## src/rtl/trig_lut_if.sv

```systemverilog
// Requester, response and LUT-side signals of the shared sin/cos LUT scheduler.
// The master modport is the requester/LUT side; the slave modport is the scheduler.
interface trig_lut_if #(
    parameter int N_REQ  = 4,
    parameter int DATA_W = 32
);
    logic [N_REQ-1:0]        req_valid;
    logic [N_REQ-1:0]        req_op;
    logic [N_REQ*DATA_W-1:0] req_angle;
    logic [N_REQ-1:0]        req_ready;
    logic [N_REQ-1:0]        rsp_valid;
    logic [DATA_W-1:0]       rsp_value;
    logic                    lut_op;
    logic [DATA_W-1:0]       lut_angle;
    logic [DATA_W-1:0]       lut_value;
    logic                    busy;

    modport master (
        output req_valid, req_op, req_angle, lut_value,
        input  req_ready, rsp_valid, rsp_value, lut_op, lut_angle, busy
    );

    modport slave (
        input  req_valid, req_op, req_angle, lut_value,
        output req_ready, rsp_valid, rsp_value, lut_op, lut_angle, busy
    );
endinterface

```

## src/rtl/trig_lut_scheduler.sv

```systemverilog
// Round-robin share of one sin/cos LUT; grant->response LUT_LAT+1 cycles (1 on a cache hit),
// no response backpressure, requesters wait on req_ready. LUT_CACHE_EN adds a one-entry result cache.
module trig_lut_scheduler #(
    parameter int N_REQ   = 4,
    parameter int DATA_W  = 32,
    parameter int LUT_LAT = 1
) (
    input logic       clk,
    input logic       rst,
    trig_lut_if.slave bus
);
    localparam int IDW = $clog2(N_REQ);
    localparam int CW  = 3;

    typedef enum logic [1:0] {
        IDLE   = 2'd0,
        LOOKUP = 2'd1,
        DONE   = 2'd2
    } state_t;

    state_t            state_q, state_d;
    logic [IDW-1:0]    rr_ptr_q, id_q, grant_idx, next_ptr, scan_idx;
    logic [CW-1:0]     cnt_q;
    logic              grant_found, grant_take, lookup_done, cache_hit;
    logic              lut_op_q, sel_op;
    logic [DATA_W-1:0] lut_angle_q, rsp_value_q, sel_angle, cache_value;
    logic [N_REQ-1:0]  req_ready_c, rsp_valid_c;

    // First pending requester at or above rr_ptr, wrapping past N_REQ-1.
    always_comb begin
        grant_found = 1'b0;
        grant_idx   = '0;
        scan_idx    = '0;
        for (int k = 0; k < N_REQ; k++) begin
            scan_idx = IDW'((int'(rr_ptr_q) + k) % N_REQ);
            if (!grant_found && bus.req_valid[scan_idx]) begin
                grant_found = 1'b1;
                grant_idx   = scan_idx;
            end
        end
    end

    assign sel_op    = bus.req_op[grant_idx];
    assign sel_angle = bus.req_angle[grant_idx*DATA_W +: DATA_W];
    assign next_ptr  = (grant_idx == IDW'(N_REQ-1)) ? '0 : grant_idx + 1'b1;

`ifdef LUT_CACHE_EN
    logic              cache_vld_q, cache_op_q;
    logic [DATA_W-1:0] cache_angle_q, cache_value_q;

    always_ff @(posedge clk or posedge rst) begin
        if (rst) begin
            cache_vld_q   <= 1'b0;
            cache_op_q    <= 1'b0;
            cache_angle_q <= '0;
            cache_value_q <= '0;
        end else if (lookup_done) begin
            cache_vld_q   <= 1'b1;
            cache_op_q    <= lut_op_q;
            cache_angle_q <= lut_angle_q;
            cache_value_q <= bus.lut_value;
        end
    end

    assign cache_hit   = cache_vld_q && (cache_op_q == sel_op) && (cache_angle_q == sel_angle);
    assign cache_value = cache_value_q;
`else
    assign cache_hit   = 1'b0;
    assign cache_value = '0;
`endif

    always_ff @(posedge clk or posedge rst) begin
        if (rst) state_q <= IDLE;
        else     state_q <= state_d;
    end

    // Grant is combinational so the requester sees ready in the same cycle it is chosen.
    always_comb begin
        state_d     = state_q;
        req_ready_c = '0;
        rsp_valid_c = '0;
        grant_take  = 1'b0;
        lookup_done = 1'b0;
        case (state_q)
            IDLE: begin
                if (grant_found && !rst) begin
                    req_ready_c = N_REQ'(1) << grant_idx;
                    grant_take  = 1'b1;
                    state_d     = cache_hit ? DONE : LOOKUP;
                end
            end
            LOOKUP: begin
                if (cnt_q == '0) begin
                    lookup_done = 1'b1;
                    state_d     = DONE;
                end
            end
            DONE: begin
                rsp_valid_c = N_REQ'(1) << id_q;
                state_d     = IDLE;
            end
            default: state_d = IDLE;
        endcase
    end

    always_ff @(posedge clk or posedge rst) begin
        if (rst) begin
            rr_ptr_q    <= '0;
            id_q        <= '0;
            cnt_q       <= '0;
            lut_op_q    <= 1'b0;
            lut_angle_q <= '0;
            rsp_value_q <= '0;
        end else begin
            if (grant_take) begin
                lut_op_q    <= sel_op;
                lut_angle_q <= sel_angle;
                id_q        <= grant_idx;
                rr_ptr_q    <= next_ptr;
                cnt_q       <= CW'(LUT_LAT-1);
                if (cache_hit) rsp_value_q <= cache_value;
            end
            if (state_q == LOOKUP && cnt_q != '0) cnt_q <= cnt_q - 1'b1;
            if (lookup_done) rsp_value_q <= bus.lut_value;
        end
    end

    assign bus.req_ready = req_ready_c;
    assign bus.rsp_valid = rsp_valid_c;
    assign bus.rsp_value = rsp_value_q;
    assign bus.lut_op    = lut_op_q;
    assign bus.lut_angle = lut_angle_q;
    assign bus.busy      = (state_q != IDLE);
endmodule

```

## src/flat_wrapper.sv

```systemverilog
// flat-port wrapper written by rule: the top's interface ports become plain ports
module trig_lut_scheduler_flat 
#(
    parameter int N_REQ   = 4,
    parameter int DATA_W  = 32,
    parameter int LUT_LAT = 1
)
  (clk, rst, bus_req_valid, bus_req_op, bus_req_angle, bus_lut_value, bus_req_ready, bus_rsp_valid, bus_rsp_value, bus_lut_op, bus_lut_angle, bus_busy);
  trig_lut_if #(.N_REQ(N_REQ), .DATA_W(DATA_W)) bus_i ();
  input logic clk;
  input logic rst;
  input wire logic [$bits(bus_i.req_valid)-1:0] bus_req_valid;
  input wire logic [$bits(bus_i.req_op)-1:0] bus_req_op;
  input wire logic [$bits(bus_i.req_angle)-1:0] bus_req_angle;
  input wire logic [$bits(bus_i.lut_value)-1:0] bus_lut_value;
  output wire logic [$bits(bus_i.req_ready)-1:0] bus_req_ready;
  output wire logic [$bits(bus_i.rsp_valid)-1:0] bus_rsp_valid;
  output wire logic [$bits(bus_i.rsp_value)-1:0] bus_rsp_value;
  output wire logic [$bits(bus_i.lut_op)-1:0] bus_lut_op;
  output wire logic [$bits(bus_i.lut_angle)-1:0] bus_lut_angle;
  output wire logic [$bits(bus_i.busy)-1:0] bus_busy;
  assign bus_i.req_valid = bus_req_valid;
  assign bus_i.req_op = bus_req_op;
  assign bus_i.req_angle = bus_req_angle;
  assign bus_i.lut_value = bus_lut_value;
  assign bus_req_ready = bus_i.req_ready;
  assign bus_rsp_valid = bus_i.rsp_valid;
  assign bus_rsp_value = bus_i.rsp_value;
  assign bus_lut_op = bus_i.lut_op;
  assign bus_lut_angle = bus_i.lut_angle;
  assign bus_busy = bus_i.busy;
  trig_lut_scheduler #(.N_REQ(N_REQ), .DATA_W(DATA_W), .LUT_LAT(LUT_LAT)) u_core (.clk(clk), .rst(rst), .bus(bus_i));
endmodule
```

## config.mk

```make
export PLATFORM = sky130hd
export DESIGN_NAME = trig_lut_scheduler_flat
export DESIGN_NICKNAME = d
export VERILOG_FILES = /design/src/rtl/trig_lut_if.sv /design/src/rtl/trig_lut_scheduler.sv /design/src/flat_wrapper.sv
export SDC_FILE = /design/constraint.sdc
export NUM_CORES = 1
export LEC_CHECK = 0
export ABC_AREA = 1
export CAP_MARGIN = 15
export CORE_ASPECT_RATIO = 2
export CORE_MARGIN = 2
export CORE_UTILIZATION = 40
export DETAILED_ROUTE_END_ITERATION = 10
export GPL_TIMING_DRIVEN = 0
export PLACE_DENSITY_LB_ADDON = 0.25
export REMOVE_ABC_BUFFERS = 1
export SYNTH_ARGS = -nofsm -noshare
export SYNTH_HDL_FRONTEND = slang
export SYNTH_SLANG_ARGS = --single-unit
```

## constraint.sdc

```tcl
create_clock -name clk -period 2.8 [get_ports clk]
set_clock_uncertainty 0.2 [all_clocks]
set_input_delay 0.28 -clock clk [delete_from_list [all_inputs] [get_ports clk]]
set_output_delay 0.28 -clock clk [all_outputs]
set_load 0.01 [all_outputs]
```

== Word level (Yosys, flattened, before mapping) ==
Index checks and enable logic that the tools add are counted.
Operators by class
  add/sub/neg operators: 5
  $lt $le $gt $ge: 5
  equality and inequality tests: 5
  shift operators: 3
  mux-type cells: 31
  reduce and logical (&&, ||, !) cells: 15
Operators by type and width (count)
  variable part select 128 x 8 -> 32 bit: 1
  less-than comparator 2 x 3 -> 1 bit (second input constant): 5
  2-to-1 mux 2 bit: 7
  2-to-1 mux 1 bit: 13
  2-to-1 mux 4 bit: 3
  binary-select mux 1 bit (select 2 bit): 5
  left shift 1 x 2 -> 4 bit (first input constant): 2
  2-to-1 mux 3 bit: 2
  logical AND 1 bit: 5
  adder 2 x 1 -> 2 bit (second input constant): 2
  adder 2 bit (second input constant): 2
  equality test 2 bit (second input constant): 2
  zero test 1 bit: 4
  != test 2 x 1 -> 1 bit (second input constant): 2
  one-hot mux 2 bit (2 select lines): 1
  nonzero test 2 bit: 2
  zero test 3 bit: 1
  nonzero test 3 bit: 1
  subtractor 3 x 1 -> 3 bit (second input constant): 1
  equality test 2 x 1 -> 1 bit (second input constant): 1
  zero test 2 bit: 1
  AND reduction 2 bit: 1
Word-level totals
  register bits: 74
  input bits: 170
  output and inout port bits: 74

== Logic depth before layout (Yosys ltp) ==
Gate-level depths: netlist (run 1).
  word-level depth: 17
  mapped depth: 16
  depth with buffers taken out: 14

== Least setup slack after synthesis (run 1) ==
OpenSTA, ideal clock, no wires.
  kind: reg-to-output
  from: register u_core.rr_ptr_q[0]
  to: output bus_req_ready[3]
  arrival time: 1711 ps
  setup slack: 609 ps
  cell stages (with the launch flop): 15
  buffers on the path: 2
  path through: dfrtp_1 > buf_6 > inv_6 > nand2_1 > nand3_1 > nand2_1 > inv_1 > nand2_1 > nand2_2 > nand3_2 > buf_6 > inv_1 > ha_1 > inv_1 > nor2_1
Between the ends
  cells in the longest elaborated chain, start to end: 15
Ends and longest elaborated chain
  start: declaration: RTL line trig_lut_scheduler.sv:22  | logic [IDW-1:0] rr_ptr_q, id_q, grant_idx, next_ptr, scan_idx;
  start signal: assignment: RTL line trig_lut_scheduler.sv:119  | rr_ptr_q <= next_ptr;
  branches (longest 13 deep; another with adder 2 x 1 -> 2 bit)
  2-to-1 mux 4 bit *: RTL line trig_lut_scheduler.sv:86  | if (grant_found && !rst) begin
  2-to-1 mux 4 bit *: RTL line trig_lut_scheduler.sv:84  | case (state_q)
  end: declaration: RTL line flat_wrapper.sv:16  | output wire logic [$bits(bus_i.req_ready)-1:0] bus_req_ready;
Mark *: on every way between the ends. The select of a mux whose other input is x is not followed.

== Worst setup path in the final report (run 1) ==
Same ends and word-level chain as after synthesis.

==> results of run 1 <==
[final cells by class]
class / count / area share [%]
clock buffer: 9 / 2.959
antenna: 1 / 0.03287
tap: 140 / 2.301
sequential: 74 / 24.36
multi-input combinational: 512 / 31.87
clock inverter: 6 / 0.7725
timing repair buffer: 273 / 35.77
timing repair inverter: 3 / 0.3287
inverter: 24 / 1.611
[layer usage]
layer / track usage (%) / up-vias / wire length (um)
met1: 34.03 / 2637 / 6923
li1: - / 2629 / -
met3: 6.808 / 86 / 1434
met5: 0 / - / 0
met4: 19.80 / 0 / 1151
met2: 55.11 / 309 / 10040
[logic make-up (layout without fill, tap and decap cells)]
family | after synthesis | in the layout | share of synthesized area, %
adders and majority gates | 3 | 3 | 0.8397
xor gates and xnor gates | 1 | 1 | 0.1959
other | 0 | 1 | 0
DFF | 74 | 74 | 41.42
buffers and inverters | 73 | 315 | 7.892
AOI/OAI and AO/OA | 8 | 8 | 0.9518
and+or+nand+nor | 495 | 500 | 48.70
[per-stage QoR]
stage | utilization, % | TNS, ns | hold slack [ns]
floorplan | - | -65.79 | 0.1967
global placement | 62.70 | -247.63 | 0.2537
detailed placement | 63.96 | -61.33 | 0.2581
CTS | 69.01 | -0.1490 | 0.01388
global route | 69.98 | -0.1952 | 0.03431
finish | 69.98 | -0.04543 | 0.02175
[layout by cell type, fill, tap and decap left out, types with 2 or more instances in the layout]
master and count:
buf_12 3, clkbuf_2 3, dfrtp_1 72, clkinvlp_4 2
o21ai_0 6, nand3_1 74, buf_4 23, clkdlybuf4s50_1 239
buf_16 2, nand2_1 325, dfrtp_2 2, nand2_8 3
ha_1 3, nor3_1 5, clkinv_2 4, inv_2 5
nand4_1 66, inv_6 2, nand3_4 4, clkbuf_16 9
nand2_2 6, inv_1 14, buf_6 2, nand2_4 3
nor2_1 6, nand3_2 3, inv_4 2
[final timing paths]
| kind | from | to | slack (ns) |
|---|---|---|---|
| worst max-delay path | u_core.rr_ptr_q[0] | bus_req_ready[3] | -0.04 |
| worst min-delay path | rst | u_core.bus.lut_angle[18] | 0.02 |
| max in group asynchronous | rst | u_core.rr_ptr_q[1] | 1.80 |
| worst max register to register | u_core.rr_ptr_q[0] | u_core.bus.lut_angle[18] | 0.10 |
| worst min register to register | u_core.bus.rsp_value[2] | u_core.bus.rsp_value[2] | 0.27 |
| min in group clk | u_core.bus.rsp_value[2] | u_core.bus.rsp_value[2] | 0.27 |
[power breakdown]
part           switching, mW  total (mW)  internal, mW  leakage, nW
combinational           4.14        6.78          2.64         2.59
clock                  0.444        1.12         0.680        0.145
sequential             0.316        1.91          1.59        0.924
total                   4.90        9.81          4.91         3.66
[synthesized netlist by cell type]
cell,n
inv_6,1
xnor2_1,1
nand3_1,74
nand3_2,4
nand4_1,66
buf_6,4
dfrtp_1,74
nor4_2,1
nor3_1,6
nand2_1,331
a31oi_1,1
clkbuf_1,15
nor2_4,1
nor2_1,7
o21ai_0,6
inv_1,18
or2_2,1
nand2_2,4
ha_1,3
buf_1,1
buf_2,26
buf_4,3
inv_2,5
o22ai_1,1
[sequential cells by signal, indices dropped and copies added (netlist names)]
register,flops
u_core.bus.lut_angle,32
u_core.id_q,2
u_core.cnt_q,3
u_core.rr_ptr_q,2
u_core.state_q,2
u_core.bus.rsp_value,32
u_core.bus.lut_op,1
[what timing repair did]
item	4_1_cts	5_1_grt
setup buffers	14	10
resized for setup	26	20
pin swaps	5	6
cloned	7	1
endpoints found under the setup margin	45	40
==> out/results.ini, run 1 <==
[global_routing]
grt_max_degree = 70
antenna_found_initial = 1
grt_pass1_wl_um = 29840
grt-ovfl-total = 0
grt_usage_pct = 31.66
grt_pass1_vias = 5896

[drt]
first_pass_iters = 5
postRouteAntennaNets = 0
drc = 0
drt_iter0_markers = 362
avgRoutedWirePerCell_um = 18.76
viasPerCell = 5.433
vias = 5661
routed_wl_um = 19550

[setup_path]
crit_cells = 13
cpPeakStageDelay_ns = 0.49
arrival_ns = 2.36
cp_slowest_cell = dfrtp_2
crit_required_ns = 2.32
crit_fanout = 7
cp_top_family = simple AND/OR/NAND/NOR gates
cp-end-kind = output port
crit_type = register to output port
startpoint_type = register
worstPathBufferInverterCount = 4
reg2regPathDepth = 14
worstPathCellList = buf_6, nand2_1, nand2_2, nand2_1, nand2_2, nor2_4, buf_4, nand3_1, nand3_4, ha_1, inv_1, nor2_1, clkbuf_2

[layout]
final_area_um2 = 7612
multi_input_area_um2 = 2426
seqCellArea_um2 = 1854
syn_to_final_growth_pct = 70.28
post_route_cells_drive_above_1_share_pct = 9.767
fin_nets = 1070
stdcell_count = 1042
nFillCells = 873

[synth]
syn_inst = 654
ys_ff_latch = 74
yosysWarnings = 0
avgSynthCellArea_um2 = 6.836
yosysUniqueCellTypes = 24
syn_area_um2 = 4471
ys_seq_area_share_pct = 41.42
netlist.area_leader.share_pct = 41.42
synth_top_area_cell = dfrtp_1
synthTopCellsByArea = dfrtp_1, nand2_1, nand4_1

[clocking]
cts_max_path_buffers = 2
cts_tree = done
clk_latency_ns = 0.34
cts_sinks = 74
cts_hold_buf = 0
htreeDepth = 3
clockRootBuffer = clkbuf_16
path_clk_slew_ns = 0.07
cts_made_buffers = 9

[sta]
final_hold_viol_count = 0
tightestPinTransition_ns = 0.6929
fin_crit_ns = 2.839
fmaxAchievable_mhz = 352.2
finalCritPeriodShare_pct = 101.4
report.final.slew_viol_count = 0
rsz0062_at_grt = yes
worst_slack_ns = -0.03924
slew_headroom_pct = 53.74
setup_violations = 2

[outcome]
violations = negative setup slack
status = complete, but fails checks

[placement]
hpwl_um = 11860
gp_congestion = 0.8074
dp_slack_ns = -1.982
place_area_um2 = 6958
portBuffers = 243
placed_cells = 994

[floorplan]
std_cell_rows = 54
dieArea_um2 = 12090
coreArea_um2 = 10880
die_h_um = 153.5
start_util_pct = 41.10
io_pins = 244
die_w_um = 78.76

[power]
total_power_mw = 9.808
p_leak_nw = 3.658
p_per_area_nw_per_um2 = 1288
vdd_drop_max_mv = 0.8394

[run]
drv_cap = 0

[hold_path]
hold_class = input pin to asynchronous set/reset pin

No activity file was read; power rests on OpenSTA's default activity.
==> run 2: changes to the inputs <==
- clock period: 2.8 -> 2.7 ns (I/O delays scaled with it)
==> run 2 against run 1 <==
Against the previous run: the flow still finishes with violations (negative setup slack); global-route usage increased by 1.4 points; utilization increased by 1.9 points; hold slack got worse by 0.015 ns; via count increased by 4.6%; routed wire length increased by 7.4%.
==> out/results.ini, run 2 (synthesis results as in run 1) <==
[outcome]
status = complete, but fails checks
violations = negative setup slack

[sta]
worst_slack_ns = -0.1289  ; -0.08968 ns
fin_crit_ns = 2.829
slew_headroom_pct = 53.24  ; -0.50 points
rsz0062_at_grt = yes
report.final.slew_viol_count = 0  ; unchanged
setup_violations = 6  ; +4
timing.hold.ws_ns = 0.006645  ; -0.01511 ns
setup_tns_ns = -0.3133  ; -0.2678 ns
tightestPinTransition_ns = 0.6976  ; +0.004662 ns
fmaxAchievable_mhz = 353.5
final_hold_viol_count = 0  ; unchanged
finalCritPeriodShare_pct = 104.8

[drt]
viasPerCell = 5.638  ; +3.8%
drc = 0  ; unchanged
routed_wl_um = 21000  ; +7.4%
drt_iter0_markers = 464  ; +28%
vias = 5920  ; +4.6%
first_pass_iters = 5  ; unchanged
avgRoutedWirePerCell_um = 20.00  ; +6.6%
postRouteAntennaNets = 0  ; unchanged

[setup_path]
cpPeakStageDelay_ns = 0.51  ; +0.02 ns
timing.rr.start = u_core.rr_ptr_q[0]
startpoint_type = register
reg2regPathDepth = 12  ; -2
crit_required_ns = 2.23  ; -0.09 ns
worstReg2RegEnd = u_core.bus.lut_angle[22]
crit_top_cell = nand2_1
crit_start = u_core.rr_ptr_q[0]
endpoint = bus_req_ready[3]
worstPathCellList = buf_6, nand2_1, nand2_1, nand2_1, nand2_2, nand2_4, nand2_8, nand2_8, nand3_4, inv_4, ha_2, inv_2, nor2_2, buf_2
cp_slowest_cell = dfrtp_2
rrSetupSlack_ns = -0.01  ; -0.11 ns
crit_fanout = 8  ; +1
arrival_ns = 2.36  ; about the same
crit_type = register to output port
crit_cells = 14  ; +1
cp-end-kind = output port
worstPathBufferInverterCount = 4  ; unchanged
cp_top_family = simple AND/OR/NAND/NOR gates

[floorplan]
std_cell_rows = 54  ; unchanged
dieArea_um2 = 12090  ; unchanged
die_h_um = 153.5  ; unchanged
coreArea_um2 = 10880  ; unchanged
io_pins = 244  ; unchanged
die_w_um = 78.76  ; unchanged
start_util_pct = 41.10  ; unchanged

[global_routing]
use_met3_pct = 8.157  ; +1.3 points
top_usage_layer = met2
grt_usage_pct = 33.09  ; +1.4 points
grt_use_met1_pct = 35.08  ; +1.0 points
grt_pass1_wl_um = 31020  ; +4.0%
antenna_found_initial = 1  ; unchanged
grtUsageMet2_pct = 56.65  ; +1.5 points
grt_max_degree = 70  ; unchanged
grt-ovfl-total = 0  ; unchanged
grt_pass1_vias = 6030  ; +2.3%

[power]
power.share.combinational_pct = 71.0  ; +1.9 points
p_leak_nw = 3.737  ; +2.2%
p_per_area_nw_per_um2 = 1396  ; +8.4%
p_int_mw = 5.434  ; +11%
switching_share_pct = 50.23  ; +0.27 points
total_power_mw = 10.92  ; +11%
p_switching_mw = 5.484  ; +12%
vdd_drop_max_mv = 0.7905  ; -5.8%
pwr-share-clk_pct = 10.7  ; -0.8 points
pwr-share-seq_pct = 18.3  ; -1.2 points

[placement]
hpwl_um = 11860  ; unchanged
gp_congestion = 0.8074  ; unchanged
place_area_um2 = 6958  ; unchanged
portBuffers = 243  ; unchanged
placed_cells = 994  ; unchanged

[hold_path]
hold_class = input pin to asynchronous set/reset pin

[layout]
post_route_cells_drive_above_1_share_pct = 12.32  ; +2.6 points
final_common_cell = nand2_1
fin_nets = 1078  ; +0.75%
layout_common_cells = nand2_1, clkdlybuf4s50_1, dfrtp_1, nand3_1, nand4_1
nFillCells = 813  ; -6.9%
final_area_um2 = 7819  ; +2.7%
stdcell_count = 1050  ; +0.77%
syn_to_final_growth_pct = 74.90

[clocking]
clk_latency_ns = 0.34  ; about the same
cts_max_path_buffers = 2  ; unchanged
htreeDepth = 3  ; unchanged
cts_made_buffers = 9  ; unchanged
cts_hold_buf = 0  ; unchanged
clockRootBuffer = clkbuf_16
cts_sinks = 74  ; unchanged
cts_tree = done
path_clk_slew_ns = 0.06  ; about the same

[run]
drv_cap = 0  ; unchanged

[run 2: through the flow]
stage | setup slack, ns | util, %
CTS | 0.001214 | 69.98
detailed placement | -2.062 | 63.96
finish | -0.1289 | 71.88
global route | -0.1794 | 71.88
floorplan | -1.236 | -
global placement | -3.195 | 62.70
[run 2: area by class of cell]
cell class	instances	area [um2]	share of cell area [%]
diodes	1	2.502	0.03201
well taps	140	175.2	2.240
flip-flops and latches	74	1854	23.72
clock buffers	9	225.2	2.880
multi-input cells	512	2516	32.18
inverters	24	132.6	1.696
repair buffers	280	2825	36.13
clock inverters	6	58.81	0.7521
repair inverters	4	28.78	0.3681
[run 2: worst min-delay path by stage]
| stage | slack [ns] | startpoint | to |
|---|---|---|---|
| 6_report | 0.007 | rst | u_core.bus.lut_angle[18] |
| 5_1_grt | 0.02 | rst | u_core.bus.lut_angle[18] |
| 3_5_place_dp | 0.26 | u_core.bus.rsp_value[31] | u_core.bus.rsp_value[31] |
| 4_1_cts | 0.004 | rst | u_core.bus.lut_angle[18] |
| 2_1_floorplan | 0.19 | bus_lut_value[0] | u_core.bus.rsp_value[0] |
| 3_3_place_gp | 0.25 | u_core.bus.rsp_value[29] | u_core.bus.rsp_value[29] |
[run 2: what timing repair did]
action / in CTS / in global routing
cloned: 9 / 2
setup endpoints to repair: 47 / 39
gates resized for setup: 43 / 35
pin swaps: 10 / 9
setup buffers: 19 / 10
[run 2: power by group through the flow]
stage	Sequential, mW	Combinational, mW	Clock [mW]
after floorplan	2.15	3.15	0
after global placement	1.94	5.53	0
after detailed placement	1.97	5.94	0
after CTS	1.97	6.94	1.19
after global routing	2.04	8.32	1.22
final	2.00	7.75	1.17
[run 2: per-layer routing]
metal | vias to the layer above | wire length (um) | part of all wire, %
met1 | 2736 | 7235 | 34
met3 | 111 | 1740 | 8.3
li1 | 2663 | - | -
met5 | - | 0 | 0
met2 | 410 | 10600 | 50
met4 | 0 | 1425 | 6.8
==> RTL edit 1, RTL diff (flow settings as in run 2) <==
`N_REQ` is set to 4 in 3 places; all go to 2.
--- a/src/rtl/trig_lut_if.sv
+++ b/src/rtl/trig_lut_if.sv
@@ -1,7 +1,7 @@
 // Requester, response and LUT-side signals of the shared sin/cos LUT scheduler.
 // The master modport is the requester/LUT side; the slave modport is the scheduler.
 interface trig_lut_if #(
-    parameter int N_REQ  = 4,
+    parameter int N_REQ  = 2,
     parameter int DATA_W = 32
 );
     logic [N_REQ-1:0]        req_valid;
--- a/src/rtl/trig_lut_scheduler.sv
+++ b/src/rtl/trig_lut_scheduler.sv
@@ -1,7 +1,7 @@
 // Round-robin share of one sin/cos LUT; grant->response LUT_LAT+1 cycles (1 on a cache hit),
 // no response backpressure, requesters wait on req_ready. LUT_CACHE_EN adds a one-entry result cache.
 module trig_lut_scheduler #(
-    parameter int N_REQ   = 4,
+    parameter int N_REQ   = 2,
     parameter int DATA_W  = 32,
     parameter int LUT_LAT = 1
 ) (
--- a/src/flat_wrapper.sv
+++ b/src/flat_wrapper.sv
@@ -1,7 +1,7 @@
 // flat-port wrapper written by rule: the top's interface ports become plain ports
 module trig_lut_scheduler_flat 
 #(
-    parameter int N_REQ   = 4,
+    parameter int N_REQ   = 2,
     parameter int DATA_W  = 32,
     parameter int LUT_LAT = 1
 )
Ports: changed (5 resized); port bits go from 244 to 172. The function was not compared with the original's and may differ.
==> RTL edit 1 against run 2 <==
Synthesized cell count shrank 35%. Sequential cell count decreased by 2. Via count down 44%. Synthesized area down 26%. Largest cell class is now sequential cells. First-iteration DRC count shrank 64%. Die area fell by 25%. Critical path depth is 9 lower. Power is 63% lower. Worst setup slack better by 0.24 ns. Highest routed layer unchanged. Final area shrank 31%. Wire length decreased by 52%. Fmax rose by 9.1%. Critical path type is now in -> out.
==> RTL edit 1: results (changes against run 2) <==
initial antenna violation count 0 (-1); combinational power 1.37 mW (-82%); Placer Congestion 0.797 (-1.2%); PostCTS Resize Cnt 11 (-74%); port bufs 171 (-30%); crit-path leading delay family buffers and inverters; routing usage on met1 0.221 (-0.129); Synth cell types 22 (-8.3%); synthesized netlist cell count 428 (-35%); Synth area leaders dfrtp_1, nand2_1, nand3_1, buf_2, buf_4; R2R Setup Slk 0.25 ns (+0.26 ns); worst r2r src u_core.cnt_q[0]; Routed met2 length 5590 um (-47%); combinational share of power 0.339 (-0.371); CP max stage delay 0.57 ns (+0.06 ns); drt pass-1 iters 4 (-1); Worst EP arrival 2.12 ns (-0.24 ns); vias 3336 (-44%); ant diodes 0 (-1); cell area after placement 5010 um^2 (-28%); fillcell total 699 (-14%); Worst Setup EP bus_req_ready[0]; WL final 10100 um (-52%); FF-to-FF path depth 7 (-5); Post-Place Worst Slack -0.696 ns (+1.37 ns); Max-slew headroom 0.568 (+0.0357); status finished clean; Seq pwr share 0.371 (+0.188); Post-CTS Setup Bufs 0 (-19); Max Fanout on Critical Path 38 (+30); Worst VDD drop 0.511 mV (-35%)
[RTL edit 1: cell count changes after synthesis, sizes merged, moves of 4 or more]
| cell | change |
|---|---|
| nand3 | -40 |
| clkbuf | -13 |
| inv | -12 |
| o21ai | -4 |
| buf | -13 |
| nand4 | -66 |
| nand2 | -65 |
| nor3 | -5 |
| nor2 | -5 |
[RTL edit 1: final cells by class]
class | count | area, um^2 | share of cell area
inverters | 12 | 73.8 | 0.0137
repair inverters | 1 | 8.76 | 0.00162
clock inverters | 5 | 56.3 | 0.0104
repair buffers | 172 | 1730 | 0.320
clock buffers | 11 | 243 | 0.0449
multi-input cells | 324 | 1370 | 0.254
well taps | 98 | 123 | 0.0227
flip-flops and latches | 72 | 1800 | 0.333
[RTL edit 1: cells by family (layout without fill, tap and decap cells)]
group                      after synthesis  count (layout)  synth area share
DFF                                     72              72             0.544
adders and majority gates                2               2           0.00755
AOI/OAI and AO/OA                        2               2           0.00302
buffers and inverters                   35             201            0.0593
and+or+nand+nor                        317             320             0.386
==> RTL edit 2, RTL diff (config.mk and constraints of run 2) <==
Made on the original files. Encoding of `state_t`: now one-hot (3 bits for 3 states).
--- a/src/rtl/trig_lut_scheduler.sv
+++ b/src/rtl/trig_lut_scheduler.sv
@@ -12,10 +12,10 @@
     localparam int IDW = $clog2(N_REQ);
     localparam int CW  = 3;
 
-    typedef enum logic [1:0] {
-        IDLE   = 2'd0,
-        LOOKUP = 2'd1,
-        DONE   = 2'd2
+    typedef enum logic [2:0] {
+        IDLE   = 3'b001,
+        LOOKUP = 3'b010,
+        DONE   = 3'b100
     } state_t;
 
     state_t            state_q, state_d;
Function: same outputs for any inputs over 4 cycles, from zero or initial values and one cycle with rst high; so few cycles prove little.
==> RTL edit 2 against run 2 <==
The run still ends with negative setup slack left. Worst hold slack improved by 0.082 ns. Non-clock buffer count rose by 8. Synthesized area rose by 5.1%. Worst setup slack got worse by 0.024 ns. Final area rose by 6.0%. Sequential cell count rose by 1. Power fell by 2.8%. Via count fell by 2.6%. Wire length fell by 9.0%. Critical path type unchanged. Highest routed layer unchanged.
==> RTL edit 2: results (changes against run 2) <==
Die ar. 12700 um^2 (+4.9%); WL final 19100 um (-9.0%); Synth Area in XOR/XNOR 0.00186 (-0.0000945); crit-path leading delay family buffers and inverters; Clock power frac 0.122 (+0.015); GR Util met2 0.492 (-0.0741); routing usage on met1 0.335 (-0.0154); Routed met2 length 9530 um (-10%); Layout Nets 1151 (+6.8%); metal3 WL 1820 um (+4.8%); Synth cell types 29 (+21%); ant diodes 0 (-1); synthesized netlist cell count 708 (+8.3%); area fraction in compound gates after synthesis 0.0274 (+0.0179); CP max stage delay 0.53 ns (+0.02 ns); Adder-Cell Fraction of Synth Area 0.00799 (-0.000405); Multi-input gate area 2400 um^2 (-4.5%); GRT Overall Usage 0.288 (-0.0433); Synth area leaders dfrtp_1, nand2_1, inv_1, nand3_1, nand4_1; clock network area share 0.0380 (+0.00171); combinational share of power 0.687 (-0.023); share of layout cells above drive strength 1 0.125 (+0.00204); Signal inverters 132 (+370%); Clock group 1.29 mW (+10%); DRT met1 WL 7160 um (-1.0%); Leak 4.22 nW (+13%); vias 5766 (-2.6%); met3 usage 0.0717 (-0.00990); sequential cells 75 (+1.4%); first-pass GRT wire length 27700 um (-11%); register area share after synthesis 0.400 (-0.0144); DRT iter0 DRCs 393 (-15%); cell area after placement 7170 um^2 (+3.0%); violated checks negative setup slack; Non-clock buffers, area share 0.359 (-0.00270); sequential cell area 1880 um^2 (+1.4%); worst slew pin tran 0.719 ns (+0.0213 ns); final worst slack -0.153 ns (-0.0239 ns); HPWL Detailed 10500 um (-11%); vias in the first global route 5544 (-8.1%); Post-CTS Setup Bufs 32 (+13); Setup TNS -0.440 ns (-0.127 ns); multi-input gate share of the layout cell area 0.290 (-0.0318); Final Non-Filler Cells 1127 (+7.3%); most frequent cells after synthesis nand2_1, inv_1, nand3_1; comb_multi_in 472 (-7.8%); status complete, but fails checks; Worst VDD drop 1.24 mV (+57%); Final Setup Violations 3 (-3); PostCTS Resize Cnt 57 (+33%); Placer Congestion 0.826 (+2.3%); Switching Share 0.470 (-0.0320); fillcell total 937 (+15%)
## RTL edit 2: worst paths after layout
| kind | to | slack (ns) | from | depth (start not counted) |
|---|---|---|---|---|
| min in group clk | u_core.bus.rsp_value[18] | 0.27 | bus_lut_value[18] | 3 |
| setup / recovery | bus_req_ready[3] | -0.15 | u_core.rr_ptr_q[0] | 13 |
| max in group asynchronous | u_core.state_q[0] | 1.55 | rst | 3 |
| setup reg to reg | u_core.bus.lut_angle[0] | 0.02 | u_core.rr_ptr_q[0] | 15 |
| hold / removal | u_core.bus.rsp_value[15] | 0.09 | rst | 2 |
| hold reg to reg | u_core.bus.rsp_value[31] | 0.28 | u_core.bus.rsp_value[31] | 2 |
## RTL edit 2: logic make-up (layout without fill, tap and decap cells)
family,count (synthesis),in the layout
adder cells (fa/ha/maj),3,3
AND/OR/NAND/NOR,434,443
flip-flops,75,75
XOR/XNOR,1,1
AO/OA/AOI/OAI,25,25
buffers and inverters,170,435
